## src/rtl/oled_frame_scheduler_if.sv

```systemverilog
// Pixel-stream bundle between the screen renderers, the scheduler and the OLED driver.
// master: renderers/driver side (drives requests and source pixels).
// slave:  the scheduler itself.
interface oled_frame_scheduler_if;
   localparam int unsigned PIX_W = 16;
   localparam int unsigned SEL_W = 2;
   localparam int unsigned FC_W  = 8;

   logic             frame_begin;
   logic [SEL_W-1:0] sel_req;
   logic [PIX_W-1:0] src0_data;
   logic [PIX_W-1:0] src1_data;
   logic [PIX_W-1:0] src2_data;
   logic [PIX_W-1:0] src3_data;
   logic [PIX_W-1:0] oled_data;
   logic [SEL_W-1:0] active_sel;
   logic             busy;
   logic             switch_done;
   logic [FC_W-1:0]  frame_count;

   modport master (
      output frame_begin, sel_req, src0_data, src1_data, src2_data, src3_data,
      input  oled_data, active_sel, busy, switch_done, frame_count
   );

   modport slave (
      input  frame_begin, sel_req, src0_data, src1_data, src2_data, src3_data,
      output oled_data, active_sel, busy, switch_done, frame_count
   );
endinterface

```

## src/rtl/oled_frame_scheduler.sv

```systemverilog
// Frame-synchronous source scheduler for the shared OLED pixel stream.
// Screen changes commit only on frame boundaries, with BLANK_FRAMES blank
// frames in between. Optional macro OLED_FADE_EN: during blanking, show the
// outgoing source progressively dimmed instead of black.
module oled_frame_scheduler #(
   parameter int unsigned BLANK_FRAMES = 2,
   parameter int unsigned TIMEOUT_CYC  = 65535
) (
   input  logic                  clk,
   input  logic                  reset_n,
   oled_frame_scheduler_if.slave bus
);
   localparam int unsigned PIX_W = 16;
   localparam int unsigned SEL_W = 2;
   localparam int unsigned FC_W  = 8;
   localparam int unsigned BC_W  = 4;
   localparam int unsigned TO_W  = (TIMEOUT_CYC > 1) ? $clog2(TIMEOUT_CYC) : 1;

   typedef enum logic [1:0] {
      SHOW      = 2'd0,
      WAIT_EDGE = 2'd1,
      BLANK     = 2'd2
   } state_t;

   state_t           state_q,   state_d;
   logic [SEL_W-1:0] active_q,  active_d;
   logic [SEL_W-1:0] target_q,  target_d;
   logic [BC_W-1:0]  blank_q,   blank_d;
   logic [TO_W-1:0]  timeout_q, timeout_d;
   logic             done_d;
   logic             busy_q;
   logic             done_q;
   logic [FC_W-1:0]  fc_q;
   logic             edge_hit;
   logic [PIX_W-1:0] pix_sel;
   logic [PIX_W-1:0] pix_blank;

   // State register plus all registered outputs; async reset discards any pending switch.
   always_ff @(posedge clk or negedge reset_n) begin
      if (!reset_n) begin
         state_q   <= SHOW;
         active_q  <= '0;
         target_q  <= '0;
         blank_q   <= '0;
         timeout_q <= '0;
         busy_q    <= 1'b0;
         done_q    <= 1'b0;
         fc_q      <= '0;
      end else begin
         state_q   <= state_d;
         active_q  <= active_d;
         target_q  <= target_d;
         blank_q   <= blank_d;
         timeout_q <= timeout_d;
         busy_q    <= (state_d != SHOW);
         done_q    <= done_d;
         if (bus.frame_begin) begin
            fc_q <= fc_q + FC_W'(1);
         end
      end
   end

   // Next-state logic: request capture, cancel, frame-edge/timeout switch, blank countdown.
   always_comb begin
      state_d   = state_q;
      active_d  = active_q;
      target_d  = target_q;
      blank_d   = blank_q;
      timeout_d = timeout_q;
      done_d    = 1'b0;
      edge_hit  = bus.frame_begin || (timeout_q == TO_W'(TIMEOUT_CYC - 1));
      case (state_q)
         SHOW: begin
            if (bus.sel_req != active_q) begin
               target_d  = bus.sel_req;
               timeout_d = '0;
               state_d   = WAIT_EDGE;
            end
         end
         WAIT_EDGE: begin
            if (bus.sel_req == active_q) begin
               // Cancel wins over a coincident frame edge.
               state_d = SHOW;
            end else begin
               target_d = bus.sel_req;
               if (edge_hit) begin
                  if (BLANK_FRAMES == 0) begin
                     active_d = target_d;
                     done_d   = 1'b1;
                     state_d  = SHOW;
                  end else begin
                     blank_d = BC_W'(BLANK_FRAMES);
                     state_d = BLANK;
                  end
               end else begin
                  timeout_d = timeout_q + TO_W'(1);
               end
            end
         end
         BLANK: begin
            target_d = bus.sel_req;
            if (bus.frame_begin) begin
               if (blank_q == BC_W'(1)) begin
                  // Commit even if the request returned to the old source.
                  active_d = target_d;
                  done_d   = 1'b1;
                  blank_d  = '0;
                  state_d  = SHOW;
               end else begin
                  blank_d = blank_q - BC_W'(1);
               end
            end
         end
         default: state_d = SHOW;
      endcase
   end

`ifdef OLED_FADE_EN
   logic [4:0] fade_k_full;
   logic [2:0] fade_k;

   // Fade depth grows by one step per blank frame, capped at 6.
   always_comb begin
      fade_k_full = 5'(BLANK_FRAMES) - 5'(blank_q) + 5'd1;
      fade_k      = (fade_k_full > 5'd6) ? 3'd6 : 3'(fade_k_full);
      pix_blank   = {pix_sel[15:11] >> fade_k, pix_sel[10:5] >> fade_k, pix_sel[4:0] >> fade_k};
   end
`else
   assign pix_blank = '0;
`endif

   // Output mux: zero-latency path from the committed source, blanked during BLANK.
   always_comb begin
      pix_sel = bus.src0_data;
      case (active_q)
         2'd0:    pix_sel = bus.src0_data;
         2'd1:    pix_sel = bus.src1_data;
         2'd2:    pix_sel = bus.src2_data;
         default: pix_sel = bus.src3_data;
      endcase
      bus.oled_data = (state_q == BLANK) ? pix_blank : pix_sel;
   end

   assign bus.active_sel  = active_q;
   assign bus.busy        = busy_q;
   assign bus.switch_done = done_q;
   assign bus.frame_count = fc_q;

endmodule

```

## src/flat_wrapper.sv

```systemverilog
// flat-port wrapper written by rule: the top's interface ports become plain ports
module oled_frame_scheduler_flat 
#(
   parameter int unsigned BLANK_FRAMES = 2,
   parameter int unsigned TIMEOUT_CYC  = 65535
)
  (clk, reset_n, bus_frame_begin, bus_sel_req, bus_src0_data, bus_src1_data, bus_src2_data, bus_src3_data, bus_oled_data, bus_active_sel, bus_busy, bus_switch_done, bus_frame_count);
  oled_frame_scheduler_if bus_i ();
  input  logic clk;
  input  logic reset_n;
  input wire logic [$bits(bus_i.frame_begin)-1:0] bus_frame_begin;
  input wire logic [$bits(bus_i.sel_req)-1:0] bus_sel_req;
  input wire logic [$bits(bus_i.src0_data)-1:0] bus_src0_data;
  input wire logic [$bits(bus_i.src1_data)-1:0] bus_src1_data;
  input wire logic [$bits(bus_i.src2_data)-1:0] bus_src2_data;
  input wire logic [$bits(bus_i.src3_data)-1:0] bus_src3_data;
  output wire logic [$bits(bus_i.oled_data)-1:0] bus_oled_data;
  output wire logic [$bits(bus_i.active_sel)-1:0] bus_active_sel;
  output wire logic [$bits(bus_i.busy)-1:0] bus_busy;
  output wire logic [$bits(bus_i.switch_done)-1:0] bus_switch_done;
  output wire logic [$bits(bus_i.frame_count)-1:0] bus_frame_count;
  assign bus_i.frame_begin = bus_frame_begin;
  assign bus_i.sel_req = bus_sel_req;
  assign bus_i.src0_data = bus_src0_data;
  assign bus_i.src1_data = bus_src1_data;
  assign bus_i.src2_data = bus_src2_data;
  assign bus_i.src3_data = bus_src3_data;
  assign bus_oled_data = bus_i.oled_data;
  assign bus_active_sel = bus_i.active_sel;
  assign bus_busy = bus_i.busy;
  assign bus_switch_done = bus_i.switch_done;
  assign bus_frame_count = bus_i.frame_count;
  oled_frame_scheduler #(.BLANK_FRAMES(BLANK_FRAMES), .TIMEOUT_CYC(TIMEOUT_CYC)) u_core (.clk(clk), .reset_n(reset_n), .bus(bus_i));
endmodule
```

## config.mk

```make
export PLATFORM = sky130hd
export DESIGN_NAME = oled_frame_scheduler_flat
export DESIGN_NICKNAME = d
export VERILOG_FILES = /design/src/rtl/oled_frame_scheduler_if.sv /design/src/rtl/oled_frame_scheduler.sv /design/src/flat_wrapper.sv
export SDC_FILE = /design/constraint.sdc
export NUM_CORES = 1
export LEC_CHECK = 0
export CORE_ASPECT_RATIO = 0.9
export CORE_UTILIZATION = 44
export DETAILED_ROUTE_END_ITERATION = 6
export PLACE_DENSITY = 0.92
export SLEW_MARGIN = 20
export SYNTH_ARGS = -nofsm -noshare
export SYNTH_HDL_FRONTEND = slang
export SYNTH_SLANG_ARGS = --single-unit
export TNS_END_PERCENT = 30
```

## constraint.sdc

```tcl
create_clock -name clk -period 2.82 [get_ports clk]
set_clock_uncertainty 0.2 [all_clocks]
set_input_delay 0.423 -clock clk [delete_from_list [all_inputs] [get_ports clk]]
set_output_delay 0.423 -clock clk [all_outputs]
set_load 0.02 [all_outputs]
```

==> out/metrics.csv <==
stage,metric,value,unit
outcome,outcome,"complete, no violations",
worst_setup_path,worstSetupPathType,reg2out,
detailed_routing,vias,2284,
floorplan,num_rows,25,
clock_network,cts_root_buf,clkbuf_8,
yosys,yosys.area.top_type,dfrtp_1,
yosys,synth_cells,224,
final_layout,drive_above_1_share,14.07,%
worst_setup_path,required,2200,ps
yosys,postSynthNetCount,298,
detailed_routing,wire_per_inst,16.37,um
sta,slew_viol_final,0,
floorplan,die_h,72.41,um
yosys,synth_fa_ha_area_share,2.581,%
sta,slew_headroom,55.27,%
sta,finalSetupViolations,0,
clock_network,postCtsHoldBufs,0,
final_layout,stdcell_count,394,
worst_setup_path,r2r-end,u_core.timeout_q[0]$_DFFE_PN0P_,
power,worst_ir_drop_vdd,0.0004834,V
min_path,min_from,u_core.bus.frame_count[7]$_DFFE_PN0P_,
worst_setup_path,r2r_cells,6,
clock_network,clockBufferDepth,2,
yosys,synth_compound_gate_area_share,15.23,%
clock_network,clock-sinks,34,
worst_setup_path,cp-end-kind,output pin,
detailed_routing,wirelength,6451,um
worst_setup_path,startpoint,u_core.bus.active_sel[0]$_DFFE_PN0P_,
yosys,ys_top_cells_by_area,"dfrtp_1, mux4_2, and2_1, xnor2_1, ha_1",
job,max_cap_viol_count,0,
detailed_routing,first_pass_iters,4,
worst_setup_path,r2r-start,u_core.bus.active_sel[1]$_DFFE_PN0P_,
final_layout,area_growth,49.10,%
sta,period_needed,2730,ps
detailed_routing,viasPerCell,5.797,
detailed_routing,route.detailed.drc,0,
floorplan,die_area,5809,um^2
power,p_leak,1.407,nW
yosys,synth_top_area_share,35.11,%
detailed_routing,drt_iter0_drc,110,
placement,dp_hpwl,4909,um
yosys,synthXorXnorAreaFrac,5.524,%
detailed_routing,ant_nets,0,
global_route,grt_pass1_vias,2209,
yosys,synthMuxAreaShare,16.68,%
yosys,ys_warn_count,0,
global_route,grt_pass1_wl,10450,um
floorplan,io_pins,97,
yosys,ys_seq_area_share,35.11,%
global_route,grtUsageTotal,23.30,%
floorplan,start_util,45.85,%
yosys,synth_commonest_cells,"dfrtp_1, and2_1, mux4_2, nand2_1, a21oi_1",
placement,routabilityCongestion,0.8632,
sta,max_freq,366.4,MHz
clock_network,cts_buffers,5,
yosys,synth_edf_count,0,
final_layout,diodes,0,
worst_setup_path,cp_max_fo,14,
clock_network,path_clk_slew,80,ps
min_path,min-delay-path-class,reg2reg,
yosys,avgSynthCellArea,10.82,um^2
yosys,synth_seq_cells,34,
yosys,synth_simple_gate_area_share,20.60,%
worst_setup_path,regToRegSetupSlack,360,ps
placement,dp.cells,386,
yosys,synthFlopType,dfrtp_1,
yosys,synth_area,2424,um^2
worst_setup_path,cp-endpoint,bus_oled_data[6],
sta,final_hold_viol_count,0,
yosys,synth.distinct_cells,55,
clock_network,cts_tree,done,
yosys,synth_top_family_by_area,simple AND/OR/NAND/NOR gates,
floorplan,design.core.area,5286,um^2
sta,tightest_slew,664.0,ps
power,power_per_cell_area,839.8,nW/um^2
clock_network,cts_max_level,2,
sta,tns,0,ps
global_route,grt_start_max_net_pins,35,
sta,fin_crit_sh,96.79,%
floorplan,die_w,80.23,um
global_route,grt.overflow.total,0,
worst_setup_path,cp-start-kind,flip-flop,
clock_network,clock_latency,290,ps
global_route,antenna_found_initial,0,
yosys,yosysMostFrequentCell,dfrtp_1,
placement,port_buffers,96,
yosys,async_reset_ff_share,100.0,%
sta,whs,275.9,ps
final_layout,layout.nets,400,
worst_setup_path,arrival,2110,ps
cells in the final DEF, fill, tap and decap left out, types with 4 or more instances in the layout:
cell type	synthesis	layout
or4_1	7	7
nand2_1	15	15
inv_1	10	10
nor2_1	7	7
nand4_1	5	5
o31ai_1	8	8
ha_1	5	5
o21ai_0	5	5
nand3_1	6	6
a21oi_1	12	12
and3_1	4	4
dfrtp_1	34	34
buf_4	1	10
nand2b_1	4	4
xnor2_1	8	8
and2_1	16	16
clkdlybuf4s50_1	0	93
clkbuf_8	0	5
mux4_2	16	16
cell families (layout without fill, tap and decap cells):
kind of cell / count (synthesis) / in the layout
adders and majority gates: 5 / 5
and+or+nand+nor: 83 / 83
DFF: 34 / 34
AOI/OAI and AO/OA: 49 / 49
xor gates and xnor gates: 11 / 11
buffers and inverters: 22 / 125
muxes: 20 / 20
sequential cells by signal (all words and copies together), names as in the netlist:
name	flops
u_core.bus.active_sel	2
u_core.bus.switch_done	1
u_core.timeout_q	16
u_core.state_q	2
u_core.bus.busy	1
u_core.blank_q	4
u_core.bus.frame_count	8
worst max-delay path, stage by stage, from the launching register on:
cell and delay [ps]:
dfrtp_1 390, buf_8 200, mux4_2 520, and2_1 170, clkdlybuf4s50_1 540
final cells by class:
type                            instances  area (um^2)
Timing Repair Buffer                  107         1059
Fill cell                             370         1673
Clock inverter                          3        45.04
Sequential cell                        34        850.8
Clock buffer                            5        68.82
Inverter                               10        37.54
Tap cell                               67        83.83
Multi-Input combinational cell        168         1469
report_power, final:
part	internal (mW)	total (mW)	switching (mW)
sequential	0.607	0.750	0.143
clock	0.263	0.456	0.193
combinational	0.958	1.83	0.870
total	1.83	3.03	1.21
stage by stage:
stage / instance area (um^2) / setup WS, ps / utilization, % / total power, mW
after detailed placement: 3485 / 153.2 / 65.92 / 2.570
after CTS: 3602 / 37.72 / 68.14 / 3.035
after floorplan: 2424 / 496.8 / - / 1.847
after global placement: 3485 / 196.4 / 65.92 / 2.515
final: 3613 / 90.48 / 68.36 / 3.035
after global routing: 3613 / -5.186 / 68.36 / 3.217
layer usage:
metal,global-route usage (%),share of wire [%],vias to the layer above
met3,6.038,5.6,22
met5,0,0,-
met1,29.44,41,1108
met2,39.22,51,91
met4,7.341,2.4,0
li1,-,-,1063
worst min-delay path by stage:
stage                                                 end  slack, ps  cells past startpoint
finish              u_core.bus.frame_count[7]$_DFFE_PN0P_        280                      1
global route        u_core.bus.frame_count[7]$_DFFE_PN0P_        280                      1
global placement    u_core.bus.frame_count[7]$_DFFE_PN0P_        260                      1
floorplan                   u_core.blank_q[0]$_DFFE_PN0P_        -70                      0
CTS                 u_core.bus.frame_count[7]$_DFFE_PN0P_        280                      1
detailed placement  u_core.bus.frame_count[7]$_DFFE_PN0P_        270                      1
timing repair:
action,in CTS,in global routing
resized for setup,1,4
pin swaps,0,0
buffers inserted,0,0
setup endpoints to repair,3,9
endpoints found under the hold margin,0,0
(Power assumes the default switching activity.)
